`src/rtl/cordic_serial_bridge.sv`:
```
// cordic_serial_bridge: parallel <-> bit-serial adapter for the CORDIC core with a show-ahead result FIFO.
// Define CORDIC_BRIDGE_CREDIT_EN to throttle input by FIFO credits so no result is ever dropped.
module cordic_serial_bridge #(
  parameter int WIDTH      = 16,
  parameter int PIPE_SLOTS = 1,
  parameter int FIFO_DEPTH = 4
) (
  input  logic             clk,
  input  logic             rst_n,
  input  logic             in_valid,
  output logic             in_ready,
  input  logic [WIDTH-1:0] in_x,
  input  logic [WIDTH-1:0] in_y,
  input  logic [WIDTH-1:0] in_z,
  input  logic             in_rot,
  output logic             out_valid,
  input  logic             out_ready,
  output logic [WIDTH-1:0] out_x,
  output logic [WIDTH-1:0] out_y,
  output logic [WIDTH-1:0] out_z,
  input  logic             core_valid,
  output logic             core_xi,
  output logic             core_yi,
  output logic             core_zi,
  output logic             core_rot,
  input  logic             core_xo,
  input  logic             core_yo,
  input  logic             core_zo,
  output logic             drop_err
);
  localparam int BW = $clog2(WIDTH);
  localparam int AW = $clog2(FIFO_DEPTH);
  logic                  rdy_q, stg_full, stg_rot, srot, stag;
  logic [WIDTH-1:0]      stg_x, stg_y, stg_z, sx, sy, sz, ox, oy, oz, nx, ny, nz;
  logic [BW-1:0]         bcnt;
  logic [PIPE_SLOTS-1:0] tags;
  logic [WIDTH-1:0]      fx [FIFO_DEPTH];
  logic [WIDTH-1:0]      fy [FIFO_DEPTH];
  logic [WIDTH-1:0]      fz [FIFO_DEPTH];
  logic [AW:0]           wp, rp;
  logic                  acc, slot_end, preload, push, pop, full, wr;
  assign acc      = in_valid & in_ready;
  assign slot_end = core_valid & (bcnt == BW'(WIDTH - 1));
  // An idle bubble slot that has not started yet is replaced by a waiting word, bypassing staging if needed
  assign preload  = ~core_valid & (bcnt == '0) & ~stag & (stg_full | acc);
  assign nx       = {core_xo, ox[WIDTH-1:1]};
  assign ny       = {core_yo, oy[WIDTH-1:1]};
  assign nz       = {core_zo, oz[WIDTH-1:1]};
  assign push     = slot_end & tags[PIPE_SLOTS-1];
  assign pop      = out_valid & out_ready;
  assign full     = (wp - rp) == (AW + 1)'(FIFO_DEPTH);
  assign wr       = push & (~full | pop);
  assign out_valid = wp != rp;
  assign out_x    = out_valid ? fx[rp[AW-1:0]] : '0;
  assign out_y    = out_valid ? fy[rp[AW-1:0]] : '0;
  assign out_z    = out_valid ? fz[rp[AW-1:0]] : '0;
  assign core_xi  = sx[0];
  assign core_yi  = sy[0];
  assign core_zi  = sz[0];
  assign core_rot = srot;
`ifdef CORDIC_BRIDGE_CREDIT_EN
  logic [AW:0] credits;
  assign in_ready = rdy_q & ~stg_full & (credits < (AW + 1)'(FIFO_DEPTH));
  assign drop_err = 1'b0;
  always_ff @(posedge clk or negedge rst_n)
    if (!rst_n) credits <= '0;
    else credits <= credits + (AW + 1)'(acc) - (AW + 1)'(pop);
`else
  logic drop_q;
  assign in_ready = rdy_q & ~stg_full;
  assign drop_err = drop_q;
  always_ff @(posedge clk or negedge rst_n)
    if (!rst_n) drop_q <= 1'b0;
    else if (push & full & ~pop) drop_q <= 1'b1;
`endif
  always_ff @(posedge clk or negedge rst_n) begin
    if (!rst_n) begin
      rdy_q    <= 1'b0;
      stg_full <= 1'b0;
      stg_x    <= '0;
      stg_y    <= '0;
      stg_z    <= '0;
      stg_rot  <= 1'b0;
      sx       <= '0;
      sy       <= '0;
      sz       <= '0;
      srot     <= 1'b0;
      stag     <= 1'b0;
      bcnt     <= '0;
      ox       <= '0;
      oy       <= '0;
      oz       <= '0;
      tags     <= '0;
      wp       <= '0;
      rp       <= '0;
    end else begin
      rdy_q <= 1'b1;
      if (acc & ~preload) begin
        stg_full <= 1'b1;
        stg_x    <= in_x;
        stg_y    <= in_y;
        stg_z    <= in_z;
        stg_rot  <= in_rot;
      end else if ((slot_end | preload) & stg_full) stg_full <= 1'b0;
      if (slot_end) begin
        sx   <= stg_full ? stg_x : '0;
        sy   <= stg_full ? stg_y : '0;
        sz   <= stg_full ? stg_z : '0;
        srot <= stg_full & stg_rot;
        stag <= stg_full;
        tags <= PIPE_SLOTS'({tags, stag});
      end else if (preload) begin
        sx   <= stg_full ? stg_x : in_x;
        sy   <= stg_full ? stg_y : in_y;
        sz   <= stg_full ? stg_z : in_z;
        srot <= stg_full ? stg_rot : in_rot;
        stag <= 1'b1;
      end else if (core_valid) begin
        sx <= {1'b0, sx[WIDTH-1:1]};
        sy <= {1'b0, sy[WIDTH-1:1]};
        sz <= {1'b0, sz[WIDTH-1:1]};
      end
      if (core_valid) begin
        ox   <= nx;
        oy   <= ny;
        oz   <= nz;
        bcnt <= slot_end ? '0 : bcnt + 1'b1;
      end
      if (wr) wp <= wp + 1'b1;
      if (pop) rp <= rp + 1'b1;
    end
  end
  // At full with a pop, the write index equals the head index, so the new word lands behind the rest
  always_ff @(posedge clk)
    if (wr) begin
      fx[wp[AW-1:0]] <= nx;
      fy[wp[AW-1:0]] <= ny;
      fz[wp[AW-1:0]] <= nz;
    end
endmodule

```
`config.mk`:
```
export PLATFORM = sky130hd
export DESIGN_NAME = cordic_serial_bridge
export DESIGN_NICKNAME = d
export VERILOG_FILES = /design/src/rtl/cordic_serial_bridge.sv
export SDC_FILE = /design/constraint.sdc
export NUM_CORES = 1
export LEC_CHECK = 0
export BUFFER_PORTS_ARGS = -buffer_cell sky130_fd_sc_hd__buf_2
export CAP_MARGIN = 40
export CORE_MARGIN = 10
export CORE_UTILIZATION = 51
export CTS_CLUSTER_SIZE = 10
export DETAILED_ROUTE_END_ITERATION = 7
export GPL_TIMING_DRIVEN = 0
export PLACE_DENSITY = 0.72
export SYNTH_ARGS = -nofsm -noshare
export SYNTH_HDL_FRONTEND = slang
export SYNTH_SLANG_ARGS = --single-unit
```
`constraint.sdc`:
```
create_clock -name clk -period 6.1 [get_ports clk]
set_input_delay 1.22 -clock clk [delete_from_list [all_inputs] [get_ports clk]]
set_output_delay 1.22 -clock clk [all_outputs]
set_load 0.1 [all_outputs]
```
==> run_results.csv, run 1 <==
group,metric,value,unit
sta,finalWorstPathRequiredPeriod,4.86,ns
sta,hold_violations,0,
global_route,grt-ovfl-total,0,
drt,drc,0,
drt,via_per_inst,5.40,
critical_path,path_max_fanout,10,
critical_path,path_class,"register to output pin",
synthesis,ys_seq_elements,350,
place,post-dp-hpwl,17800,um
critical_path,end_kind,"output pin",
synthesis,ys_seq_area_share,68.1,%
synthesis,synth_area_leader_cell,"edfxtp_1",
clocking,clockBufferDepth,3,
clocking,clock_latency,0.54,ns
synthesis,syn_inst,852,
critical_path,critPathMaxStageDelay,0.49,ns
floorplan,rows,61,
clocking,ctsResizeCount,0,
critical_path,regToRegStartpoint,"rp[1]$_DFFE_PN0N_",
critical_path,slowest_stage,"clkbuf_1",
final_layout,fillers,2121,
floorplan,chipHeight,187,um
critical_path,reg2reg_depth,9,
critical_path,path_common_cell,"clkbuf_1",
synthesis,ys_types,43,
floorplan,top_level_ports,112,
floorplan,start_util,51.5,%
global_route,grt_pass1_vias,8457,
global_route,grt_pass1_wl,45700,um
clocking,clkTransAtPathRegs,0.06,ns
floorplan,dieArea,0.0351,mm^2
clocking,post_cts_buffers,0,
critical_path,crit_end,"out_x[0]",
final_layout,area_delta_synth_final,17.0,%
synthesis,syn_nets,918,
place,port_buffers,111,
sta,fin_crit_sh,79.7,%
critical_path,cp_cell_sequence,"clkbuf_1 -> clkbuf_1 -> inv_1 -> ha_1 -> and2_0 -> nand2_1 -> clkbuf_1 -> and2_1 -> buf_2",
critical_path,r2r_end,"fx[2][9]$_DFFE_PP_",
worst_hold_path,min_path_type,"register to register",
synthesis,synth_top_cells_by_area,"edfxtp_1 40%, dfrtp_1 28%, mux2_2 7.6%",
clocking,h-tree-depth,2,
critical_path,arrival,3.64,ns
synthesis,yosys.area.top_type_share,40.4,%
sta,fmax,0.206,GHz
worst_hold_path,hp-start,"drop_err$_DFFE_PN0P_",
synthesis,synth-async-reset-ratio,45.1,%
synthesis,synth_common_cells,"192 x edfxtp_1, 158 x dfrtp_1, 96 x mux2_2, 51 x and2_1, 48 x mux4_2",
global_route,grt_util_all_layers,16.1,%
synthesis,yosysMostFrequentCell,"edfxtp_1",
synthesis,yosys_warnings,0,
critical_path,cp.required,4.88,ns
drt,drtIter0Drc,414,
sta,slew_headroom,44.7,%
sta,rsz0062_at_grt,"no",
clocking,cts_tree,"built",
clocking,clockRootBuffer,"clkbuf_16",
sta,maxSlewViolCount,0,
synthesis,synth.avg_cell_area,16.8,um^2
critical_path,crit_path_start,"rp[1]$_DFFE_PN0N_",
sta,fin_setup_tns,0,ns
clocking,cts.sinks,350,
synthesis,ys.flop_type,"edfxtp_1",
place,gp_routability_congestion,0.765,
synthesis,synth_edf_count,192,
sta,fin_skew,0.0101,ns
floorplan,fp.dieW,187,um
clocking,cts_buffers,41,
sta,worstMarginPinSlew,0.829,ns
synthesis,syn-cell-area,0.0143,mm^2
drt,vias,7668,
global_route,grt_max_degree,118,
critical_path,r2r_slack,2.48,ns
final_layout,fin_nets,1080,
critical_path,crit_path_start_kind,"register",
run_status,status,"finished, final reports clean",
drt,avgRoutedWirePerCell,19.4,um
final_layout,drive_gt1_share,33.0,%
sta,finalSetupViolations,0,
global_route,grt_antenna_before_repair,3,
floorplan,coreArea,0.0277,mm^2
drt,drtPass1Iterations,5,
drt,postRouteWirelength,27600,um
clocking,cts_hold_buf,0,
flow_run,drv_cap,0,
drt,ant_nets,0,
## layer usage
layer  wire, um  global-route usage (%)  vias to the layer above
met5         21                       0                        -
met4        437                    4.25                        4
met3       1820                    4.90                       45
met2      13400                    26.0                      178
met1      11900                    20.8                     3877
li1           -                       -                     3564
## critical path: cells and delay by family, from the launching register on
kind          cells  cell delay, ns
fa+ha+maj         1            0.28
buf+inv           5            1.64
flops             1            0.36
simple gates      3            0.83
## worst min-delay path by stage
stage	to	cells after the start
2_1_floorplan	wp[2]$_DFFE_PN0P_	1
3_3_place_gp	drop_err$_DFFE_PN0P_	1
3_5_place_dp	drop_err$_DFFE_PN0P_	1
4_1_cts	drop_err$_DFFE_PN0P_	1
5_1_grt	drop_err$_DFFE_PN0P_	1
6_report	drop_err$_DFFE_PN0P_	1
## sequential cells by signal (all words and copies together), names as in the netlist, 4 cells and up
name / cells
oz: 15
sy: 16
oy: 15
sz: 16
sx: 16
stg_y: 16
fz: 64
stg_z: 16
stg_x: 16
fy: 64
ox: 15
fx: 64
bcnt: 4
## metrics by stage
stage | std cells | utilization (%) | setup WS [ns] | cell area (um^2) | hold slack [ns]
after global placement | 1341 | 55.3 | -0.182 | 15300 | 0.447
after floorplan | 852 | - | 1.56 | 14300 | 0.462
after CTS | 1418 | 60.3 | 1.20 | 16700 | 0.474
after detailed placement | 1349 | 55.9 | 1.77 | 15500 | 0.453
final | 1419 | 60.3 | 1.24 | 16700 | 0.472
after global routing | 1418 | 60.3 | 0.997 | 16700 | 0.503
## placed cells by master (no fill, tap or decap), types with 3 or more instances in the layout
cell type	count
edfxtp_1	192
dfrtp_1	158
buf_2	128
mux2_2	96
mux4_2	48
and2_1	48
nor2b_1	47
o21ai_1	47
clkbuf_1	45
mux2i_1	45
a22oi_1	45
clkbuf_16	42
inv_1	10
nand2_1	9
ha_1	9
buf_6	7
o21ai_0	6
xnor2_1	5
buf_1	5
and2_2	3
nand3_1	3
a222oi_1	3
buf_8	3
buf_12	3
## logic make-up (layout without fill, tap and decap cells)
group	after synthesis	count (layout)	synth area share (%)
buffers and inverters	64	252	2.21
AOI/OAI and AO/OA	111	111	5.06
muxes	189	189	18.3
other	1	2	0.0263
and+or+nand+nor	122	122	5.20
xor gates and xnor gates	6	6	0.368
adders and majority gates	9	9	0.789
DFF	350	350	68.1
## cell type report
type / count / area [um^2] / share of cell area, %
antenna: 1 / 2.50 / 0.0150
buffer: 54 / 278 / 1.66
clock buffer: 65 / 1150 / 6.87
clock inverter: 4 / 71.3 / 0.427
inverter: 10 / 37.5 / 0.225
multi-input combinational: 438 / 4260 / 25.5
sequential: 350 / 9720 / 58.2
tap: 378 / 473 / 2.83
timing repair buffer: 119 / 722 / 4.32
Power of run 1 is not shown: default switching activity piles up to over one toggle a cycle in this logic, so the estimate is an artifact.
==> run 2, diff against run 1 <==
Clock period 6.1 ns to 4.4 ns, I/O delays scaled along.
==> run_results.csv, run 2 (same netlist as run 1, synthesis figures left out) <==
group,metric,value,unit
critical_path,end_kind,"output pin",
sta,finalSetupViolations,0,
final_layout,final_cell_mix,"192 x edfxtp_1, 158 x dfrtp_1, 126 x buf_2",
critical_path,crit_path_start,"rp[1]$_DFFE_PN0N_",
drt,via_per_inst,5.40,
final_layout,mostFrequentLayoutCell,"edfxtp_1",
sta,finalWorstPathRequiredPeriod,4.19,ns
sta,worstMarginPinSlew,0.833,ns
critical_path,regToRegStartpoint,"rp[1]$_DFFE_PN0N_",
clocking,h-tree-depth,2,
global_route,grt_util_all_layers,16.1,%
floorplan,dieArea,0.0351,mm^2
final_layout,area_delta_synth_final,17.1,%
place,place_area,0.0155,mm^2
drt,avgRoutedWirePerCell,19.5,um
flow_run,drv_cap,0,
final_layout,fin_cells,1419,
final_layout,fin_nets,1080,
final_layout,drive_gt1_share,33.3,%
place,post-dp-hpwl,17800,um
clocking,clockRootBuffer,"clkbuf_16",
critical_path,path_class,"register to output pin",
clocking,cts.sinks,350,
sta,slew_headroom,44.5,%
sta,fin_skew,0.0115,ns
critical_path,crit_path_start_kind,"register",
final_layout,fillers,2122,
global_route,grt_max_degree,118,
clocking,clock_latency,0.54,ns
floorplan,start_util,51.5,%
final_layout,final_area,0.0167,mm^2
clocking,cts_buffers,41,
place,gp_routability_congestion,0.765,
global_route,grt_pass1_wl,45700,um
drt,ant_nets,0,
critical_path,path_max_fanout,10,
clocking,cts_tree,"built",
worst_hold_path,min_path_type,"primary input to async pin",
place,dpl_worst_slack,0.413,ns
sta,hold_violations,0,
global_route,grt_antenna_before_repair,3,
critical_path,cp.required,3.52,ns
floorplan,top_level_ports,112,
drt,vias,7664,
drt,drtIter0Drc,433,
sta,maxSlewViolCount,0,
drt,drtPass1Iterations,5,
sta,fmax,0.239,GHz
critical_path,arrival,3.31,ns
global_route,grt_pass1_vias,8457,
floorplan,fp.dieW,187,um
place,dp_cells,1349,
drt,postRouteWirelength,27600,um
place,port_buffers,111,
clocking,clockBufferDepth,3,
run_status,status,"finished, final reports clean",
floorplan,coreArea,0.0277,mm^2
sta,fin_crit_sh,95.1,%
floorplan,chipHeight,187,um
floorplan,rows,61,
drt,drc,0,
clocking,clkTransAtPathRegs,0.06,ns
sta,layout_setup_ws,0.214,ns
global_route,grt-ovfl-total,0,
clocking,cts_hold_buf,0,
-- run 2: what timing repair did --
action,4_1_cts,5_1_grt
buffers inserted,0,0
endpoints found under the setup margin,38,21
resized for setup,1,6
endpoints found under the hold margin,0,0
-- run 2: path summary, 6_finish.rpt --
check | end | slack (ns) | cells after the start
worst max-delay path | out_y[4] | 0.21 | 9
worst min-delay path | stg_x[2]$_DFFE_PN0P_ | 0.23 | 1
worst max register to register | fx[2][9]$_DFFE_PP_ | 0.98 | 9
worst min register to register | drop_err$_DFFE_PN0P_ | 0.47 | 1
max in group asynchronous | oy[15]$_DFFE_PN0P_ | 3.28 | 2
min in group clk | drop_err$_DFFE_PN0P_ | 0.47 | 1
-- run 2: layout make-up --
cell class / count / area (um^2) / area share [%]
timing repair buffer: 119 / 727 / 4.35
clock inverter: 4 / 71.3 / 0.427
buffer: 54 / 282 / 1.68
clock buffer: 65 / 1150 / 6.86
sequential: 350 / 9720 / 58.1
inverter: 10 / 37.5 / 0.225
antenna: 1 / 2.50 / 0.0150
multi-input combinational: 438 / 4260 / 25.5
tap: 378 / 473 / 2.83
-- run 2: critical path: stages, from the launching register on --
cell	delay, ns
dfrtp_1	0.36
clkbuf_1	0.20
clkbuf_2	0.32
inv_1	0.08
ha_1	0.27
and2_0	0.21
nand2_1	0.33
clkbuf_1	0.37
and2_1	0.20
buf_2	0.43
-- run 2: layer usage --
| metal | vias to the layer above | global-route usage, % | share of wire [%] |
|---|---|---|---|
| met3 | 40 | 4.90 | 6.8 |
| met5 | - | 0 | 0.076 |
| met2 | 178 | 26.0 | 48 |
| li1 | 3565 | - | - |
| met4 | 4 | 4.25 | 1.5 |
| met1 | 3877 | 20.8 | 43 |
-- run 2: metrics by stage --
stage               TNS [ns]  hold slack [ns]  util, %
detailed placement         0            0.453     55.9
CTS                        0            0.233     60.3
finish                     0            0.232     60.3
global placement     -166.03            0.447     55.3
floorplan                  0            0.462        -
global route        -0.00791            0.233     60.3
Power of run 2 is left out for the same reason.
==> run 3, diff against run 2 <==
Settings changed: CAP_MARGIN 40 to not set, GPL_TIMING_DRIVEN 0 to not set, MAX_ROUTING_LAYER set to met4.
==> run_results.csv, run 3 (same netlist as run 1, synthesis figures left out) <==
group,metric,value,unit
run_status,status,"finished, final reports clean",
global_route,grt_pass1_wl,44200,um
sta,fmax,0.276,GHz
drt,avgRoutedWirePerCell,19.7,um
final_layout,utilization,61.8,%
drt,drc,0,
sta,maxSlewViolCount,0,
clocking,cts_buffers,41,
clocking,clockRootBuffer,"clkbuf_16",
global_route,grt-ovfl-total,0,
clocking,clock_latency,0.52,ns
critical_path,arrival,2.75,ns
sta,holdWs,0.476,ns
critical_path,reg2reg_depth,6,
drt,drtPass1Iterations,5,
sta,fin_crit_sh,82.4,%
sta,layout_setup_ws,0.772,ns
final_layout,multiInputGateArea,0.00428,mm^2
clocking,h-tree-depth,2,
drt,ant_nets,0,
critical_path,cp_top_family,"buffers and inverters",
floorplan,top_level_ports,112,
floorplan,dieArea,0.0351,mm^2
critical_path,end_kind,"output pin",
global_route,grt_util_all_layers,15.9,%
clocking,ctsResizeCount,0,
critical_path,r2r_end,"fx[2][10]$_DFFE_PP_",
floorplan,start_util,51.5,%
place,dpl_worst_slack,0.810,ns
final_layout,fin_nets,1035,
sta,rsz0062_at_grt,"no",
critical_path,path_class,"register to output pin",
drt,drtIter0Drc,411,
place,post-dp-hpwl,15900,um
clocking,cts.sinks,350,
clocking,cts_tree,"built",
sta,fin_setup_tns,0,ns
drt,via_per_inst,5.52,
flow_run,drv_cap,0,
sta,slew_headroom,33.2,%
final_layout,drive_gt1_share,33.0,%
critical_path,slowest_stage,"buf_4",
critical_path,path_max_fanout,50,
global_route,grt_max_degree,97,
clocking,clkTransAtPathRegs,0.05,ns
critical_path,cp_num_buf_inv,2,
critical_path,r2r_slack,1.24,ns
clocking,clockBufferDepth,3,
critical_path,cp.required,3.52,ns
drt,postRouteWirelength,27100,um
critical_path,crit_path_start,"rp[0]$_DFFE_PN0N_",
critical_path,crit_end,"out_x[0]",
sta,finalSetupViolations,0,
final_layout,mostFrequentLayoutCell,"edfxtp_1",
critical_path,cp_cell_sequence,"buf_4 -> mux4_2 -> and2_1 -> buf_12",
clocking,cts_hold_buf,0,
final_layout,area_delta_synth_final,19.9,%
global_route,grt_antenna_before_repair,3,
critical_path,crit_path_start_kind,"register",
worst_hold_path,min_path_type,"primary input to async pin",
sta,finalWorstPathRequiredPeriod,3.63,ns
clocking,post_cts_buffers,0,
floorplan,coreArea,0.0277,mm^2
critical_path,regToRegStartpoint,"bcnt[0]$_DFFE_PN0P_",
sta,hold_violations,0,
global_route,grt_pass1_vias,8178,
place,port_buffers,111,
final_layout,regArea,0.00972,mm^2
drt,vias,7601,
floorplan,fp.dieW,187,um
critical_path,critPathMaxStageDelay,0.77,ns
sta,fin_skew,0.0191,ns
sta,worstMarginPinSlew,1.00,ns
place,gp_routability_congestion,0.764,
final_layout,fillers,1994,
final_layout,final_cell_mix,"192 x edfxtp_1, 156 x dfrtp_1, 96 x mux2_2",
critical_path,crit_cells,4,
floorplan,chipHeight,187,um
floorplan,rows,61,
-- run 3: layout make-up --
type / instances / share of cell area (%)
Multi-Input combinational cell: 438 / 25.0
Timing Repair Buffer: 128 / 8.31
Clock buffer: 66 / 6.66
Antenna cell: 3 / 0.0439
Sequential cell: 350 / 56.8
Clock inverter: 4 / 0.161
Inverter: 10 / 0.219
Tap cell: 378 / 2.76
-- run 3: per-layer routing --
layer  part of all wire (%)  track usage (%)
met4                    1.6             4.06
met1                     43             19.4
met2                     49             26.0
met5                      0                -
met3                    5.7             3.73
-- run 3: worst min-delay path by stage --
stage / from / to / slack (ns) / depth (start not counted)
detailed placement: drop_err$_DFFE_PN0P_ / drop_err$_DFFE_PN0P_ / 0.47 / 1
CTS: drop_err$_DFFE_PN0P_ / drop_err$_DFFE_PN0P_ / 0.49 / 1
global route: drop_err$_DFFE_PN0P_ / drop_err$_DFFE_PN0P_ / 0.50 / 1
finish: rst_n / stg_x[2]$_DFFE_PN0P_ / 0.48 / 1
global placement: drop_err$_DFFE_PN0P_ / drop_err$_DFFE_PN0P_ / 0.45 / 1
floorplan: wp[2]$_DFFE_PN0P_ / wp[2]$_DFFE_PN0P_ / 0.46 / 1
-- run 3: through the flow --
step,instance area [um^2],std cells
6_report,17100,1377
5_1_grt,17100,1377
4_1_cts,17100,1374
3_5_place_dp,15900,1304
3_3_place_gp,15900,1304
2_1_floorplan,14300,852
Power of run 3 is left out for the same reason.
